--- src/rtl/hazard_pkg.sv ---
// Shared definitions for the hazard/forwarding unit: forward-select codes,
// divider sequencer state encoding and the forward-select priority helper.
package hazard_pkg;

  localparam logic [1:0] FWD_RF = 2'b00;
  localparam logic [1:0] FWD_W  = 2'b01;
  localparam logic [1:0] FWD_M  = 2'b10;

  // DIV_CYCLES is limited to 255, so an 8-bit down-counter always suffices
  localparam int DIV_CNT_W = 8;

  typedef enum logic [1:0] {
    IDLE = 2'b00,
    BUSY = 2'b01,
    DONE = 2'b10
  } div_state_e;

  function automatic logic [1:0] fwd_sel(input logic hit_m, input logic hit_w);
    logic [1:0] sel;
    if (hit_m) begin
      sel = FWD_M;
    end else if (hit_w) begin
      sel = FWD_W;
    end else begin
      sel = FWD_RF;
    end
    return sel;
  endfunction

endpackage

--- src/rtl/div_seq.sv ---
// Multi-cycle divider sequencer: IDLE/BUSY/DONE FSM with a latency
// counter that freezes while the data memory is stalling.
module div_seq
  import hazard_pkg::*;
#(
  parameter int DIV_CYCLES = 32
) (
  input  logic clk,
  input  logic rst,
  input  logic div_startE,
  input  logic exc_flush,
  input  logic memstall,
  output logic div_busy,
  output logic div_done,
  output logic divstall
);

  localparam logic [DIV_CNT_W-1:0] CNT_INIT = DIV_CNT_W'(DIV_CYCLES - 1);
  localparam logic [DIV_CNT_W-1:0] CNT_ZERO = {DIV_CNT_W{1'b0}};

  div_state_e           state_q, state_d;
  logic [DIV_CNT_W-1:0] cnt_q, cnt_d;

  // State and counter registers
  always_ff @(posedge clk) begin
    if (rst) begin
      state_q <= IDLE;
      cnt_q   <= CNT_ZERO;
    end else begin
      state_q <= state_d;
      cnt_q   <= cnt_d;
    end
  end

  // Next-state logic; an exception aborts the divide from any state
  always_comb begin
    state_d = state_q;
    cnt_d   = cnt_q;
    if (exc_flush) begin
      state_d = IDLE;
      cnt_d   = CNT_ZERO;
    end else begin
      case (state_q)
        IDLE: begin
          if (div_startE) begin
            state_d = BUSY;
            cnt_d   = CNT_INIT;
          end else begin
            state_d = IDLE;
          end
        end
        BUSY: begin
          if (memstall) begin
            state_d = BUSY;
          end else if (cnt_q == CNT_ZERO) begin
            state_d = DONE;
          end else begin
            cnt_d = cnt_q - DIV_CNT_W'(1);
          end
        end
        DONE: begin
          state_d = IDLE;
        end
        default: begin
          state_d = IDLE;
          cnt_d   = CNT_ZERO;
        end
      endcase
    end
  end

  // Outputs decoded from state; DONE releases the stall so E advances
  always_comb begin
    div_busy = (state_q != IDLE);
    div_done = (state_q == DONE) & ~exc_flush;
    divstall = ((state_q == IDLE) & div_startE) | (state_q == BUSY);
  end

endmodule

--- src/rtl/hazard_unit_mc.sv ---
// Hazard/forwarding unit for the 5-stage pipeline with divider, memory-wait
// and exception handling. Define HAZARD_PERF_CNT_EN to add stall counters.
module hazard_unit_mc
  import hazard_pkg::*;
#(
  parameter int REG_AW     = 5,
  parameter int DIV_CYCLES = 32
`ifdef HAZARD_PERF_CNT_EN
  ,
  parameter int CNT_W      = 32
`endif
) (
  input  logic              clk,
  input  logic              rst,
  input  logic [REG_AW-1:0] rsD,
  input  logic [REG_AW-1:0] rtD,
  input  logic [REG_AW-1:0] rsE,
  input  logic [REG_AW-1:0] rtE,
  input  logic              use_rsD,
  input  logic              use_rtD,
  input  logic [REG_AW-1:0] write_regE,
  input  logic [REG_AW-1:0] write_regM,
  input  logic [REG_AW-1:0] write_regW,
  input  logic              reg_write_enE,
  input  logic              reg_write_enM,
  input  logic              reg_write_enW,
  input  logic              mem_to_regE,
  input  logic              mem_to_regM,
  input  logic              branchD,
  input  logic              hilo_readE,
  input  logic              hilo_write_enM,
  input  logic              hilo_write_enW,
  input  logic              div_startE,
  input  logic              mem_reqM,
  input  logic              mem_okM,
  input  logic              exc_flush,
  output logic [1:0]        forwardAE,
  output logic [1:0]        forwardBE,
  output logic              forwardAD,
  output logic              forwardBD,
  output logic [1:0]        forward_hilo,
  output logic              stallF,
  output logic              stallD,
  output logic              stallE,
  output logic              stallM,
  output logic              stallW,
  output logic              flushD,
  output logic              flushE,
  output logic              flushM,
  output logic              flushW,
  output logic              div_busy,
  output logic              div_done
`ifdef HAZARD_PERF_CNT_EN
  ,
  output logic [CNT_W-1:0]  perf_lw_stall,
  output logic [CNT_W-1:0]  perf_br_stall,
  output logic [CNT_W-1:0]  perf_div_stall,
  output logic [CNT_W-1:0]  perf_mem_stall
`endif
);

  localparam logic [REG_AW-1:0] R0 = {REG_AW{1'b0}};

  logic lwstall, branchstall, memstall, divstall;
  logic hold_all, hold_front;

  div_seq #(.DIV_CYCLES(DIV_CYCLES)) u_div_seq (
    .clk        (clk),
    .rst        (rst),
    .div_startE (div_startE),
    .exc_flush  (exc_flush),
    .memstall   (memstall),
    .div_busy   (div_busy),
    .div_done   (div_done),
    .divstall   (divstall)
  );

  // Data forwarding selects for E and D, plus HI/LO forwarding
  always_comb begin
    forwardAE = fwd_sel((rsE != R0) & (rsE == write_regM) & reg_write_enM,
                        (rsE != R0) & (rsE == write_regW) & reg_write_enW);
    forwardBE = fwd_sel((rtE != R0) & (rtE == write_regM) & reg_write_enM,
                        (rtE != R0) & (rtE == write_regW) & reg_write_enW);
    forwardAD = (rsD != R0) & (rsD == write_regM) & reg_write_enM;
    forwardBD = (rtD != R0) & (rtD == write_regM) & reg_write_enM;
    forward_hilo = fwd_sel(hilo_readE & hilo_write_enM, hilo_readE & hilo_write_enW);
  end

  // Raw hazard conditions before prioritisation
  always_comb begin
    lwstall = mem_to_regE & (write_regE != R0) &
              ((use_rsD & (rsD == write_regE)) | (use_rtD & (rtD == write_regE)));
    branchstall = branchD &
                  ((reg_write_enE & (write_regE != R0) &
                    ((write_regE == rsD) | (write_regE == rtD))) |
                   (mem_to_regM & (write_regM != R0) &
                    ((write_regM == rsD) | (write_regM == rtD))));
    memstall = mem_reqM & ~mem_okM;
  end

  // Priority resolution: flush beats full-pipe stall beats front-end stall
  always_comb begin
    hold_all   = 1'b0;
    hold_front = 1'b0;
    {stallF, stallD, stallE, stallM, stallW} = 5'b00000;
    {flushD, flushE, flushM, flushW}         = 4'b0000;
    if (exc_flush) begin
      {flushD, flushE, flushM, flushW} = 4'b1111;
    end else if (memstall | divstall) begin
      hold_all = 1'b1;
      {stallF, stallD, stallE, stallM, stallW} = 5'b11111;
    end else if (lwstall | branchstall) begin
      hold_front = 1'b1;
      stallF     = 1'b1;
      stallD     = 1'b1;
      flushE     = 1'b1;
    end else begin
      hold_all   = 1'b0;
      hold_front = 1'b0;
    end
  end

`ifdef HAZARD_PERF_CNT_EN
  logic [3:0]       win;
  logic [CNT_W-1:0] perf_q [4];
  logic [CNT_W-1:0] perf_d [4];

  // Saturating counters, one per winning stall class (lw, br, div, mem)
  always_comb begin
    win = {hold_all & memstall, hold_all & divstall,
           hold_front & branchstall, hold_front & lwstall};
    for (int i = 0; i < 4; i++) begin
      if (win[i] && (perf_q[i] != {CNT_W{1'b1}})) begin
        perf_d[i] = perf_q[i] + CNT_W'(1);
      end else begin
        perf_d[i] = perf_q[i];
      end
    end
  end

  // Counter registers
  always_ff @(posedge clk) begin
    for (int i = 0; i < 4; i++) begin
      if (rst) begin
        perf_q[i] <= {CNT_W{1'b0}};
      end else begin
        perf_q[i] <= perf_d[i];
      end
    end
  end

  assign perf_lw_stall  = perf_q[0];
  assign perf_br_stall  = perf_q[1];
  assign perf_div_stall = perf_q[2];
  assign perf_mem_stall = perf_q[3];
`else
  // Build without performance counters: the hold flags only steer the stalls
`endif

endmodule

--- config.mk ---
export PLATFORM = sky130hd
export DESIGN_NAME = hazard_unit_mc
export DESIGN_NICKNAME = d
export VERILOG_FILES = /design/src/rtl/hazard_pkg.sv /design/src/rtl/div_seq.sv /design/src/rtl/hazard_unit_mc.sv
export SDC_FILE = /design/constraint.sdc
export NUM_CORES = 1
export LEC_CHECK = 0
export BUFFER_PORTS_ARGS = -buffer_cell sky130_fd_sc_hd__buf_4
export CAP_MARGIN = 40
export CORE_MARGIN = 2
export CORE_UTILIZATION = 40
export DETAILED_ROUTE_END_ITERATION = 10
export GPL_TIMING_DRIVEN = 1
export PLACE_DENSITY = 0.77
export SLEW_MARGIN = 5
export SYNTH_ARGS = -nofsm -noshare
export SYNTH_HDL_FRONTEND = slang
export SYNTH_SLANG_ARGS = --single-unit
--- constraint.sdc ---
create_clock -name clk -period 2.1 [get_ports clk]
set_input_delay 0.42 -clock clk [delete_from_list [all_inputs] [get_ports clk]]
set_output_delay 0.42 -clock clk [all_outputs]
set_load 0.01 [all_outputs]
==> impl_metrics.ini <==
[setup_path]
slowest_delay_ns = 0.51
rrSetupSlack_ns = 0.12
cpMaxStageDelayCell = or4_4
crit_chain = buf_6 -> or4_4 -> o211ai_1 -> a21oi_2 -> a41oi_2 -> o21ai_1 -> buf_4
criticalPathCategory = input pin to primary output
arrival_ns = 1.75
worst_setup_path_end_kind = primary output
worstPathMaxFanout = 2
crit_path_start_kind = input pin
cp_data_required_time_ns = 1.68

[power]
power_leakage_nw = 0.881
p_per_area_nw_per_um2 = 353
p_total_w = 0.000710
peakVddDrop_uv = 153

[yosys]
synth_cell_type_count = 33
yosysSeqAreaShare_pct = 16.0
syn_nets = 225
synth_edf_count = 0
ys_seq_elements = 10
ys.warnings.count = 0
synth_top_area_share_pct = 16.8
synth.area.top_cells = xnor2_1, dfxtp_1, xor2_1
synth_top_area_cell = xnor2_1
async_reset_ff_share_pct = 0
ys.flop_type = dfxtp_1
syn_area_sq_um = 1250
synth_commonest_cells = xnor2_1, xor2_1, nor2_1
yosysMostFrequentCell = xnor2_1
netlist_instances = 171
synth.avg_cell_area_sq_um = 7.32

[global_route]
grtUsageMet1_pct = 27.1
grt_pass1_vias = 1426
antenna_found_initial = 0
busiest_layer = met2
track_usage_pct = 21.2
grtUsageMet2_pct = 37.1
grt_pass1_wl_um = 5980
grt.overflow.total = 0
use_met3_pct = 2.60
grt_max_degree = 15

[clock_tree]
ctsRootBufferMaster = clkbuf_4
cts_num_sinks = 10
cts_tree = yes
numCtsBuffers = 3
clock_path_buffers = 2
ctsHtreeMaxLevel = 1
cts.clk_slew.worst_paths_ns = 0.06
clock_latency_ns = 0.25
hold_buffers = 0

[timing]
fin_tns_setup_ns = -0.196
skew_ns = 0.000543
rsz0062_at_grt = true
fin_crit_sh_pct = 103
slew_headroom_pct = 60.5
period_needed_ns = 2.17
fmax_mhz = 462
fin_ws_ns = -0.0662
setup_viol = 3
tightest_slew_ns = 0.590
hold_viol = 0
slew_viol_final = 0

[die]
design.die.area_sq_um = 3590
coreArea_sq_um = 3000
start_util_pct = 41.7
rows = 20
die_w_um = 59.9
die_h_um = 59.9
io_pins = 71

[run_status]
status = finished, violations left
violations = negative setup slack

[final_layout]
fin_util_pct = 67.0
layout.cells.non_filler = 282
layout-drive-gt1-share_pct = 44.2
antenna_cells = 0
final_nets = 305
areaGrowthSynthToFinish_pct = 60.7

[run]
drv_cap = 0

[drt]
wl_um = 3750
drcViolationCount = 0
routed_via_density = 5.25
num_vias = 1480
ant_nets = 0
drt_first_pass_iters = 4
wire_per_inst_um = 13.3
drt_iter0_markers = 49

[placed_design]
dp_hpwl_um = 3060
io_buffers = 70
gp_congestion = 0.802
dpl.cell_count = 278

[worst_hold_path]
hold_class = input pin to register
-- registers in the layout, indices dropped and copies added (netlist names) --
signal / flops
u_div_seq.state_q: 2
u_div_seq.cnt_q: 8
-- repair_timing --
item	in CTS	in global routing
resized for setup	10	10
hold endpoints to repair	0	0
setup endpoints to repair	5	5
gates cloned	0	0
setup buffers	0	1
pin swaps	6	8
-- layout make-up --
| class | count | area [sq um] |
|---|---|---|
| multi-input cells | 140 | 1030 |
| fillers | 262 | 992 |
| repair buffers | 90 | 698 |
| flip-flops and latches | 10 | 200 |
| well taps | 33 | 41.3 |
| clock buffers | 3 | 22.5 |
| inverters | 6 | 22.5 |
-- cells by family (layout without fill, tap and decap cells) --
kind of cell,after synthesis,after routing,synth area share (%)
simple gates,67,67,27.8
flops,10,10,16.0
compound gates,28,28,15.4
fa+ha+maj,2,2,2.00
buf+inv,21,99,8.70
xor+xnor,43,43,30.1
-- path summary, 6_finish.rpt --
| check | from | to | depth (start not counted) |
|---|---|---|---|
| setup / recovery | write_regM[1] | flushE | 7 |
| setup reg to reg | u_div_seq.cnt_q[4] | u_div_seq.cnt_q[3] | 5 |
| hold reg to reg | u_div_seq.cnt_q[6] | u_div_seq.cnt_q[6] | 2 |
| hold / removal | rst | u_div_seq.cnt_q[4] | 2 |
-- through the flow --
stage          instance area, sq um  worst slack [ns]  hold WS (ns)
6_report                       2010           -0.0662         0.391
3_3_place_gp                   1890           -0.0784         0.501
4_1_cts                        1950           -0.0788         0.392
2_1_floorplan                  1260           -0.0559         0.480
3_5_place_dp                   1890           -0.0978         0.512
5_1_grt                        2010            -0.135         0.387
-- where the power goes --
part	internal [W]	switching [W]
Combinational	0.000202	0.000170
Sequential	0.000199	0.0000114
Clock	0.0000660	0.0000616
Total	0.000467	0.000243
-- metal layers --
metal / part of all wire, % / up-vias
li1: - / 750
met5: 0 / -
met3: 5.9 / 6
met2: 50 / 58
met4: 1.3 / 0
met1: 43 / 666
-- critical path, delay by kind of cell --
kind                   cells  cell delay (ns)
AOI/OAI and AO/OA          4             0.57
buffers and inverters      2             0.24
and+or+nand+nor            1             0.51
-- layout by cell type, fill, tap and decap left out, types with 2 or more instances in the layout --
cell type,netlist,final
or4_4,1,4
nor3_1,10,10
nand3_1,8,8
xor2_1,19,19
nand2b_1,2,2
nand2_1,10,10
inv_1,6,6
nand4_1,4,4
nor4_1,6,3
nor2_4,0,2
ha_1,2,2
a21oi_1,9,7
clkbuf_4,0,3
nor2_1,16,14
nor4_4,0,2
xnor2_1,24,24
buf_4,6,84
a31oi_1,2,2
buf_6,1,6
dfxtp_1,10,10
a2111oi_2,2,2
o21ai_0,7,7
a21oi_2,0,2
or4_1,5,2
Power figures use the tool's default switching activity.
